===== config.mk =====
export PLATFORM = sky130hd
export DESIGN_NAME = fsl_uart_bridge
export DESIGN_NICKNAME = d
export VERILOG_FILES = /design/src/rtl/fsl_uart_pkg.sv /design/src/rtl/fsl_uart_fifo.sv /design/src/rtl/fsl_uart_bridge.sv
export SDC_FILE = /design/constraint.sdc
export NUM_CORES = 1
export LEC_CHECK = 0
export ABC_AREA = 1
export CORE_UTILIZATION = 35
export DETAILED_ROUTE_END_ITERATION = 12
export DONT_BUFFER_PORTS = 1
export GPL_TIMING_DRIVEN = 0
export PLACE_DENSITY_LB_ADDON = 0.25
export SYNTH_ARGS = -nofsm -noshare
export SYNTH_HDL_FRONTEND = slang
export SYNTH_SLANG_ARGS = --single-unit

===== constraint.sdc =====
create_clock -name clock -period 2.73 [get_ports clock]
set_input_delay 0.6825 -clock clock [delete_from_list [all_inputs] [get_ports clock]]
set_output_delay 0.6825 -clock clock [all_outputs]
set_load 0.05 [all_outputs]

===== src/rtl/fsl_uart_pkg.sv =====
// Shared encodings and elaboration helpers for the FSL<->RS232 bridge.
// FSL_UART_PARITY_EN adds the PARITY states.
package fsl_uart_pkg;

  localparam logic [2:0] TX_IDLE   = 3'd0;
  localparam logic [2:0] TX_START  = 3'd1;
  localparam logic [2:0] TX_DATA   = 3'd2;
  localparam logic [2:0] TX_STOP   = 3'd3;
  localparam logic [2:0] RX_IDLE   = 3'd0;
  localparam logic [2:0] RX_START  = 3'd1;
  localparam logic [2:0] RX_DATA   = 3'd2;
  localparam logic [2:0] RX_STOP   = 3'd3;
`ifdef FSL_UART_PARITY_EN
  localparam logic [2:0] TX_PARITY = 3'd4;
  localparam logic [2:0] RX_PARITY = 3'd4;
`endif

  // Cycles per bit, rounded to nearest.
  function automatic int baud_div(input int freq, input int baud);
    return (freq + baud / 2) / baud;
  endfunction

  function automatic int clog2(input int n);
    int r;
    r = 0;
    for (int i = 0; i < 31; i++)
      if ((1 << i) < n) r = i + 1;
    return r;
  endfunction

endpackage


===== src/rtl/fsl_uart_fifo.sv =====
// Synchronous first-word-fall-through FIFO; full/empty come from the registered count,
// so a push while full is refused even if a pop happens in the same cycle.
module fsl_uart_fifo
  import fsl_uart_pkg::*;
#(
  parameter int WIDTH = 8,
  parameter int DEPTH = 16
) (
  input  logic                   clock,
  input  logic                   reset,
  input  logic                   push,
  input  logic [WIDTH-1:0]       wr_data,
  input  logic                   pop,
  output logic [WIDTH-1:0]       rd_data,
  output logic                   full,
  output logic                   empty,
  output logic [clog2(DEPTH):0]  count
);

  localparam int AW = clog2(DEPTH);

  logic [WIDTH-1:0] mem [DEPTH];
  logic [AW-1:0]    wp, rp;
  logic             do_push, do_pop;

  assign full    = (count == (AW+1)'(DEPTH));
  assign empty   = (count == '0);
  assign do_push = push & ~full;
  assign do_pop  = pop & ~empty;
  assign rd_data = mem[rp];

  // DEPTH is a power of two, so the pointers wrap by natural overflow.
  always_ff @(posedge clock) begin
    if (reset) begin
      wp    <= '0;
      rp    <= '0;
      count <= '0;
    end else begin
      if (do_push) wp <= wp + 1'b1;
      if (do_pop)  rp <= rp + 1'b1;
      case ({do_push, do_pop})
        2'b10:   count <= count + 1'b1;
        2'b01:   count <= count - 1'b1;
        default: count <= count;
      endcase
    end
  end

  always_ff @(posedge clock)
    if (do_push) mem[wp] <= wr_data;

endmodule


===== src/rtl/fsl_uart_bridge.sv =====
// Buffered FSL<->RS232 bridge with configurable framing and RTS/CTS flow control.
// FSL bit 0 is the MSB, so FSL bits [32-DATA_BITS:31] are [DATA_BITS-1:0] here.
// Define FSL_UART_PARITY_EN to add a parity bit (odd when PARITY_ODD=1).
module fsl_uart_bridge
  import fsl_uart_pkg::*;
#(
  parameter int CLOCK_FREQ_HZ = 50_000_000,
  parameter int BAUD_RATE     = 115200,
  parameter int DATA_BITS     = 8,
  parameter int STOP_BITS     = 1,
  parameter int FIFO_DEPTH    = 16,
  parameter int PARITY_ODD    = 0
) (
  input  logic        clock,
  input  logic        reset,
  output logic        rs232_tx_data_o,
  input  logic        rs232_rx_data_i,
  input  logic        rs232_rts_i,
  output logic        rs232_cts_o,
  output logic        rx_overrun_o,
  output logic        FSL_S_CLK,
  input  logic [31:0] FSL_S_DATA,
  input  logic        FSL_S_CONTROL,
  input  logic        FSL_S_EXISTS,
  output logic        FSL_S_READ,
  output logic        FSL_M_CLK,
  output logic [31:0] FSL_M_DATA,
  output logic        FSL_M_CONTROL,
  input  logic        FSL_M_FULL,
  output logic        FSL_M_WRITE
);

  localparam int DIV = baud_div(CLOCK_FREQ_HZ, BAUD_RATE);
  localparam int CW  = clog2(STOP_BITS * DIV + 1);
  localparam int BW  = clog2(DATA_BITS);
  localparam int FW  = clog2(FIFO_DEPTH);
  localparam logic [CW-1:0] BIT_END  = CW'(DIV - 1);
  localparam logic [CW-1:0] HALF_END = CW'(DIV / 2 - 1);
  localparam logic [CW-1:0] STOP_END = CW'(STOP_BITS * DIV - 1);
  localparam logic [BW-1:0] LAST_BIT = BW'(DATA_BITS - 1);
  localparam logic          ODD      = (PARITY_ODD != 0);

  logic [DATA_BITS-1:0] tx_head;
  logic [DATA_BITS:0]   rx_head, rx_wdata;
  logic                 tx_full, tx_empty, tx_pop, tx_go, tx_tick;
  logic                 rx_full, rx_empty, rx_push, rx_err, rx_tick;
  logic [FW:0]          tx_count, rx_count;
  logic                 unused_ok;

  assign FSL_S_CLK     = clock;
  assign FSL_M_CLK     = clock;
  assign FSL_S_READ    = FSL_S_EXISTS & ~tx_full & ~reset;
  assign FSL_M_WRITE   = ~rx_empty & ~FSL_M_FULL & ~reset;
  assign FSL_M_DATA    = 32'(rx_head[DATA_BITS-1:0]);
  assign FSL_M_CONTROL = rx_head[DATA_BITS];
  assign unused_ok     = ^{FSL_S_CONTROL, FSL_S_DATA[31:DATA_BITS], tx_count, ODD};

  fsl_uart_fifo #(.WIDTH(DATA_BITS), .DEPTH(FIFO_DEPTH)) u_tx_fifo (
    .clock(clock), .reset(reset), .push(FSL_S_READ), .wr_data(FSL_S_DATA[DATA_BITS-1:0]),
    .pop(tx_pop), .rd_data(tx_head), .full(tx_full), .empty(tx_empty), .count(tx_count));

  fsl_uart_fifo #(.WIDTH(DATA_BITS + 1), .DEPTH(FIFO_DEPTH)) u_rx_fifo (
    .clock(clock), .reset(reset), .push(rx_push), .wr_data(rx_wdata),
    .pop(FSL_M_WRITE), .rd_data(rx_head), .full(rx_full), .empty(rx_empty), .count(rx_count));

  // ---------------- transmitter ----------------
  logic [2:0]           tx_st;
  logic [CW-1:0]        tx_cnt;
  logic [BW-1:0]        tx_bit;
  logic [DATA_BITS-1:0] tx_sh;
  logic                 tx_par;

  // End of STOP doubles as an IDLE decision point so characters run back to back.
  assign tx_go   = ~tx_empty & ~rs232_rts_i;
  assign tx_tick = (tx_cnt == BIT_END);
  assign tx_pop  = tx_go & ((tx_st == TX_IDLE) | ((tx_st == TX_STOP) & (tx_cnt == STOP_END)));

  always_ff @(posedge clock) begin
    if (reset) begin
      tx_st           <= TX_IDLE;
      tx_cnt          <= '0;
      tx_bit          <= '0;
      tx_sh           <= '0;
      tx_par          <= 1'b0;
      rs232_tx_data_o <= 1'b1;
    end else begin
      tx_cnt <= tx_cnt + 1'b1;
      if (tx_pop) begin
        tx_st           <= TX_START;
        tx_cnt          <= '0;
        tx_sh           <= tx_head;
        tx_par          <= ^tx_head ^ ODD;
        rs232_tx_data_o <= 1'b0;
      end else begin
        case (tx_st)
          TX_IDLE: tx_cnt <= '0;
          TX_START: if (tx_tick) begin
            tx_st           <= TX_DATA;
            tx_cnt          <= '0;
            tx_bit          <= '0;
            rs232_tx_data_o <= tx_sh[0];
            tx_sh           <= tx_sh >> 1;
          end
          TX_DATA: if (tx_tick) begin
            tx_cnt <= '0;
            if (tx_bit == LAST_BIT) begin
`ifdef FSL_UART_PARITY_EN
              tx_st           <= TX_PARITY;
              rs232_tx_data_o <= tx_par;
`else
              tx_st           <= TX_STOP;
              rs232_tx_data_o <= 1'b1;
`endif
            end else begin
              tx_bit          <= tx_bit + 1'b1;
              rs232_tx_data_o <= tx_sh[0];
              tx_sh           <= tx_sh >> 1;
            end
          end
`ifdef FSL_UART_PARITY_EN
          TX_PARITY: if (tx_tick) begin
            tx_st           <= TX_STOP;
            tx_cnt          <= '0;
            rs232_tx_data_o <= 1'b1;
          end
`endif
          TX_STOP: if (tx_cnt == STOP_END) begin
            tx_st  <= TX_IDLE;
            tx_cnt <= '0;
          end
          default: tx_st <= TX_IDLE;
        endcase
      end
    end
  end

  // ---------------- receiver ----------------
  logic [1:0]           rx_sync;
  logic                 rx_s, rx_d, rx_perr;
  logic [2:0]           rx_st;
  logic [CW-1:0]        rx_cnt;
  logic [BW-1:0]        rx_bit;
  logic [DATA_BITS-1:0] rx_sh;

  assign rx_s     = rx_sync[1];
  assign rx_tick  = (rx_cnt == BIT_END);
  assign rx_push  = (rx_st == RX_STOP) & rx_tick;
`ifdef FSL_UART_PARITY_EN
  assign rx_err   = ~rx_s | rx_perr;
`else
  assign rx_err   = ~rx_s | (rx_perr & 1'b0);
`endif
  assign rx_wdata = {rx_err, rx_sh};

  always_ff @(posedge clock) begin
    if (reset) begin
      rx_sync      <= 2'b11;
      rx_d         <= 1'b1;
      rx_st        <= RX_IDLE;
      rx_cnt       <= '0;
      rx_bit       <= '0;
      rx_sh        <= '0;
      rx_perr      <= 1'b0;
      rx_overrun_o <= 1'b0;
      rs232_cts_o  <= 1'b0;
    end else begin
      rx_sync     <= {rx_sync[0], rs232_rx_data_i};
      rx_d        <= rx_s;
      rx_cnt      <= rx_cnt + 1'b1;
      rs232_cts_o <= (rx_count >= (FW+1)'(FIFO_DEPTH - 1));
      if (rx_push & rx_full) rx_overrun_o <= 1'b1;
      case (rx_st)
        RX_IDLE: begin
          rx_cnt <= '0;
          if (rx_d & ~rx_s) rx_st <= RX_START;
        end
        // Half a bit after the edge the line must still be low, else it was a glitch.
        RX_START: if (rx_cnt == HALF_END) begin
          rx_cnt <= '0;
          rx_bit <= '0;
          rx_st  <= rx_s ? RX_IDLE : RX_DATA;
        end
        RX_DATA: if (rx_tick) begin
          rx_cnt <= '0;
          rx_bit <= rx_bit + 1'b1;
          rx_sh  <= {rx_s, rx_sh[DATA_BITS-1:1]};
`ifdef FSL_UART_PARITY_EN
          if (rx_bit == LAST_BIT) rx_st <= RX_PARITY;
`else
          if (rx_bit == LAST_BIT) rx_st <= RX_STOP;
`endif
        end
`ifdef FSL_UART_PARITY_EN
        RX_PARITY: if (rx_tick) begin
          rx_cnt  <= '0;
          rx_perr <= ^rx_sh ^ rx_s ^ ODD;
          rx_st   <= RX_STOP;
        end
`endif
        RX_STOP: if (rx_tick) rx_st <= RX_IDLE;
        default: rx_st <= RX_IDLE;
      endcase
    end
  end

endmodule

==> results.md <==
Status:
- The run finished, with violations left.
- The final reports fail on negative setup slack.

Final layout:
- The fill cell total of the finished layout is 3,963.
- In the final layout, the share of cells above drive strength 1 is 0.136.
- The number of antenna repair diodes is 0.
- Once layout is done, the placed cells without fillers occupy 17,700 µm².
- The area of the multi-input gates is 4720 µm².
- In the final layout, flip-flops and latches occupy 9860 µm².
- The final layout net count is 1,524.
- The layout-stage area growth over the synthesis result is 17.0%.

Setup path:
- Counting cells, the worst reg-to-reg path comes to 19.
- The critical path goes through buf_6 > buf_6 > mux2i_1 > o211ai_1 > nand3_1 > nand2_4.
- In this design, the largest share of critical-path delay is due to flip-flops.
- The critical path's slowest cell is sky130_fd_sc_hd__dfxtp_4.
- The required arrival time at the worst endpoint is 2.05 ns.
- The largest incremental delay on the critical path is 0.41 ns.
- The kind of critical path is reg2out.
- The endpoint identified for the worst register-to-register timing path is u_rx_fifo.count[4].
- The worst register-to-register path begins at rx_cnt[1].
- STA classifies the critical path endpoint as an output port.
- The endpoint arrival time on the critical path is 2.20 ns.
- The worst setup path is launched from a register.
- The most used cell along the critical path is sky130_fd_sc_hd__buf_6.
- The buffer and inverter count on the worst path is 2.
- The reg-to-reg setup timing slack is 0.13 ns.
- The largest driver fanout on the critical path is 10.

CTS:
- The insertion delay to the later sink of the worst-skew pair is 0.67 ns.
- The TritonCTS clock tree is built.
- The clock transition at the registers of the reported paths is 0.06 ns.
- Hold repair after CTS inserted 0 buffers.

Synthesis:
- After technology mapping, the gate count stands at 1,377.
- Among all flip-flop cells after synthesis, the most frequent one is sky130_fd_sc_hd__edfxtp_1.
- The share of synthesized area in the top cell type comes to 0.540.
- The number of distinct library cell variants in the gate-level netlist after synthesis is 42.
- Summing every instance area after synthesis gives 15,100 µm².
- During synthesis, Yosys emitted a total of 0 warnings.
- The average footprint of a synthesized cell is 11.0 µm².
- After synthesis, the share of flip-flops with an asynchronous set or reset is 0.
- Yosys attributes the largest share of cell area to sky130_fd_sc_hd__edfxtp_1 54%, sky130_fd_sc_hd__dfxtp_1 11%, sky130_fd_sc_hd__nor2_1 5.3%.
- The synthesized design contains 356 register bits.
- For this run, the register share of the synthesized area comes to 0.651.
- The count of flip-flops with a built-in enable after synthesis is 272.
- Of all cell types, the one taking the most synthesized area is sky130_fd_sc_hd__edfxtp_1.

Route:
- The first detailed-routing pass ran for 5 iterations.
- In this run, the number of DRC markers left after iteration 0 of detailed routing was 729.
- After detailed routing, the number of remaining DRC violations is 0.
- The post-detailed-routing wire length is 36.4 mm.
- The average routed wire per standard cell is 17.7 µm.
- The detailed-route vias per instance is 4.88.
- In this run the remaining antenna-violating nets after routing total 0.
- The via count of the routed design is 10,000.

Placement:
- The cell area reported after detailed placement is 15,900 µm².
- The wire-length estimate of the detail-placed layout is 24.3 mm.
- Routability-driven placement finished with a final weighted congestion of 0.975.
- Input and output buffers added on the ports amount to 0.

Die:
- The area of the core is 42,300 µm².
- The die outline height is 210 µm.
- The initial cell density of the core is 0.357.
- The horizontal die dimension is 210 µm.
- The count of boundary I/O pins is 79.
- In this run the core area contains 75 standard-cell rows.
- The die covers 44,000 µm².

Timing:
- Derived from the worst setup path, the maximum achievable clock frequency is 347 MHz.
- Setup violations remaining at the end of the flow were counted as 9.
- The max-slew violation count is 0.
- The period utilization is 1.06.
- Setup total negative slack on the finished layout was measured at -1.04 ns.
- The setup slack after layout is -0.151 ns.
- For the pin with the worst max-slew slack, the measured transition is 0.855 ns.
- In this run the tightest slew margin relative to its limit is 0.428.
- The clock period minus worst slack is 2.88 ns.
- The final-report hold violation count is 0.
- Setup repair after global routing could not meet its margin everywhere.
- The clock arrives with 0.0235 ns of skew.

GRT:
- The total global-route track usage is 0.168.
- The first-pass GRT wire length is 55.7 mm.
- The maximum number of pins on one net before global-route repair is 20.
- The via count of the first global-routing pass was 9,511.
- The total global routing overflow is 0.
- The number of antenna violations at the first check in global routing is 0.

Power:
- The static leakage is 6.22 nW.
- The power per cell area is 821 nW/µm².
- The worst-case IR drop observed on VDD is 0.475 mV.

Worst hold path:
- The tightest min-delay check is of the in2reg type.
- The number of cells on the worst hold path is 0.
- The worst hold path terminates at u_tx_fifo.mem[5][4].
- The start point of the worst min-delay path is FSL_S_DATA[4].

Job:
- Max-cap violations in this run came to 0.
## synthesized netlist by cell type, drive strengths merged (2+ instances only)
cell and count:
a21oi 81, clkinv 4, nor3 7, a211oi 2, xnor2 6, nand3 90, edfxtp 272, ha 33
nand3b 2, mux2i 36, buf 53, nand2 155, o21bai 2, inv 105, nor2 215, nand4 9
or2 3, o21ai 128, dfxtp 84, o211ai 40, clkbuf 29, xor2 13
## worst reg2reg max path: stages, from the launching register on
cell and delay, ns:
sky130_fd_sc_hd__dfxtp_1 0.33, sky130_fd_sc_hd__inv_1 0.08, sky130_fd_sc_hd__ha_1 0.14, sky130_fd_sc_hd__nand2_1 0.05, sky130_fd_sc_hd__nor2_1 0.10, sky130_fd_sc_hd__nand4_1 0.18
sky130_fd_sc_hd__nor2_2 0.24, sky130_fd_sc_hd__nand2_4 0.11, sky130_fd_sc_hd__ha_2 0.22, sky130_fd_sc_hd__inv_1 0.12, sky130_fd_sc_hd__fa_2 0.23, sky130_fd_sc_hd__inv_1 0.04
sky130_fd_sc_hd__nand2_1 0.05, sky130_fd_sc_hd__nand2_1 0.05, sky130_fd_sc_hd__a21oi_1 0.16, sky130_fd_sc_hd__nor2_1 0.06, sky130_fd_sc_hd__nor2_1 0.09, sky130_fd_sc_hd__nand2_1 0.08
sky130_fd_sc_hd__o21ai_1 0.12, sky130_fd_sc_hd__a21oi_1 0.05
## cell families after synthesis
| family | Yosys count | synth area share |
|---|---|---|
| adder cells (fa/ha/maj) | 34 | 0.0286 |
| XOR/XNOR | 19 | 0.0110 |
| other | 1 | 0.000248 |
| multiplexers | 36 | 0.0238 |
| flip-flops | 356 | 0.651 |
| AND/OR/NAND/NOR | 484 | 0.134 |
| buffers and inverters | 191 | 0.0568 |
| AO/OA/AOI/OAI | 256 | 0.0937 |
## registers in the layout (all words and copies together), names as in the netlist, 2 cells and up, named ones only
signal,cells
rx_cnt,9
rx_bit,3
rx_sh,8
u_tx_fifo.count,5
u_rx_fifo.count,5
tx_sh,8
u_tx_fifo.rp,4
u_rx_fifo.wp,4
u_rx_fifo.mem,144
rx_st,2
tx_cnt,9
tx_st,2
rx_sync,2
u_tx_fifo.wp,4
u_tx_fifo.mem,128
tx_bit,3
u_rx_fifo.rp,4
## layout by cell type (no fill, tap or decap), drive strengths merged, types with 2 or more instances in the layout
master,n
nand4,9
o211ai,40
or2,3
conb,24
ha,33
xor2,13
xnor2,6
inv,106
edfxtp,272
buf,60
o21bai,2
o21ai,128
nor3,7
mux2i,36
clkbuf,87
nor2,215
clkinv,18
a211oi,2
nand3,90
dfxtp,84
a21oi,81
nand2,155
nand3b,2
## through the flow
stage	util	power [mW]	hold slack [ns]	setup WS, ns	std cells
finish	0.418	14.5	0.106	-0.151	2058
global route	0.418	15.2	0.0809	-0.230	2058
CTS	0.415	14.5	0.0811	-0.147	2055
detailed placement	0.377	9.13	0.403	-0.753	1977
global placement	0.377	9.11	0.405	-0.673	1977
floorplan	-	8.28	0.389	0.0882	1400
## timing repair
item,CTS,global route
gates resized for setup,96,39
setup endpoints to repair,61,174
cloned,1,0
pin swaps,22,17
setup buffers,4,3
## how the worst max path moves through the flow
stage / start / to / slack (ns) / cells after the start
floorplan: reset / u_rx_fifo.count[4] / 0.09 / 13
global placement: reset / u_rx_fifo.count[4] / -0.67 / 15
detailed placement: reset / u_rx_fifo.count[4] / -0.75 / 15
CTS: register / FSL_M_DATA[6] / -0.15 / 6
global route: register / FSL_M_DATA[7] / -0.23 / 6
finish: register / FSL_M_DATA[1] / -0.15 / 6
## per-layer routing
layer / up-vias / track usage / wire (µm)
met4: 0 / 0.0549 / 710
li1: 4881 / - / -
met1: 4853 / 0.228 / 16600
met3: 45 / 0.0389 / 2190
met5: - / 0 / 0
met2: 258 / 0.265 / 16800
## area by class of cell
cell class                      count  share of cell area
Sequential cell                   356               0.557
Multi-Input combinational cell    853               0.267
Clock buffer                       59              0.0667
Tap cell                          577              0.0408
Buffer                             80              0.0330
Inverter                          109              0.0235
Clock inverter                     16             0.00686
Timing Repair Buffer                8             0.00495
## where the power goes
part           total [mW]  internal [mW]  leakage, nW  switching [mW]
Sequential           6.12           5.96         2.87           0.162
Combinational        2.98          0.927         2.71            2.05
Clock                5.42           3.16        0.650            2.27
Total                14.5           10.0         6.22            4.48
No activity file was read; power rests on OpenSTA's default activity.
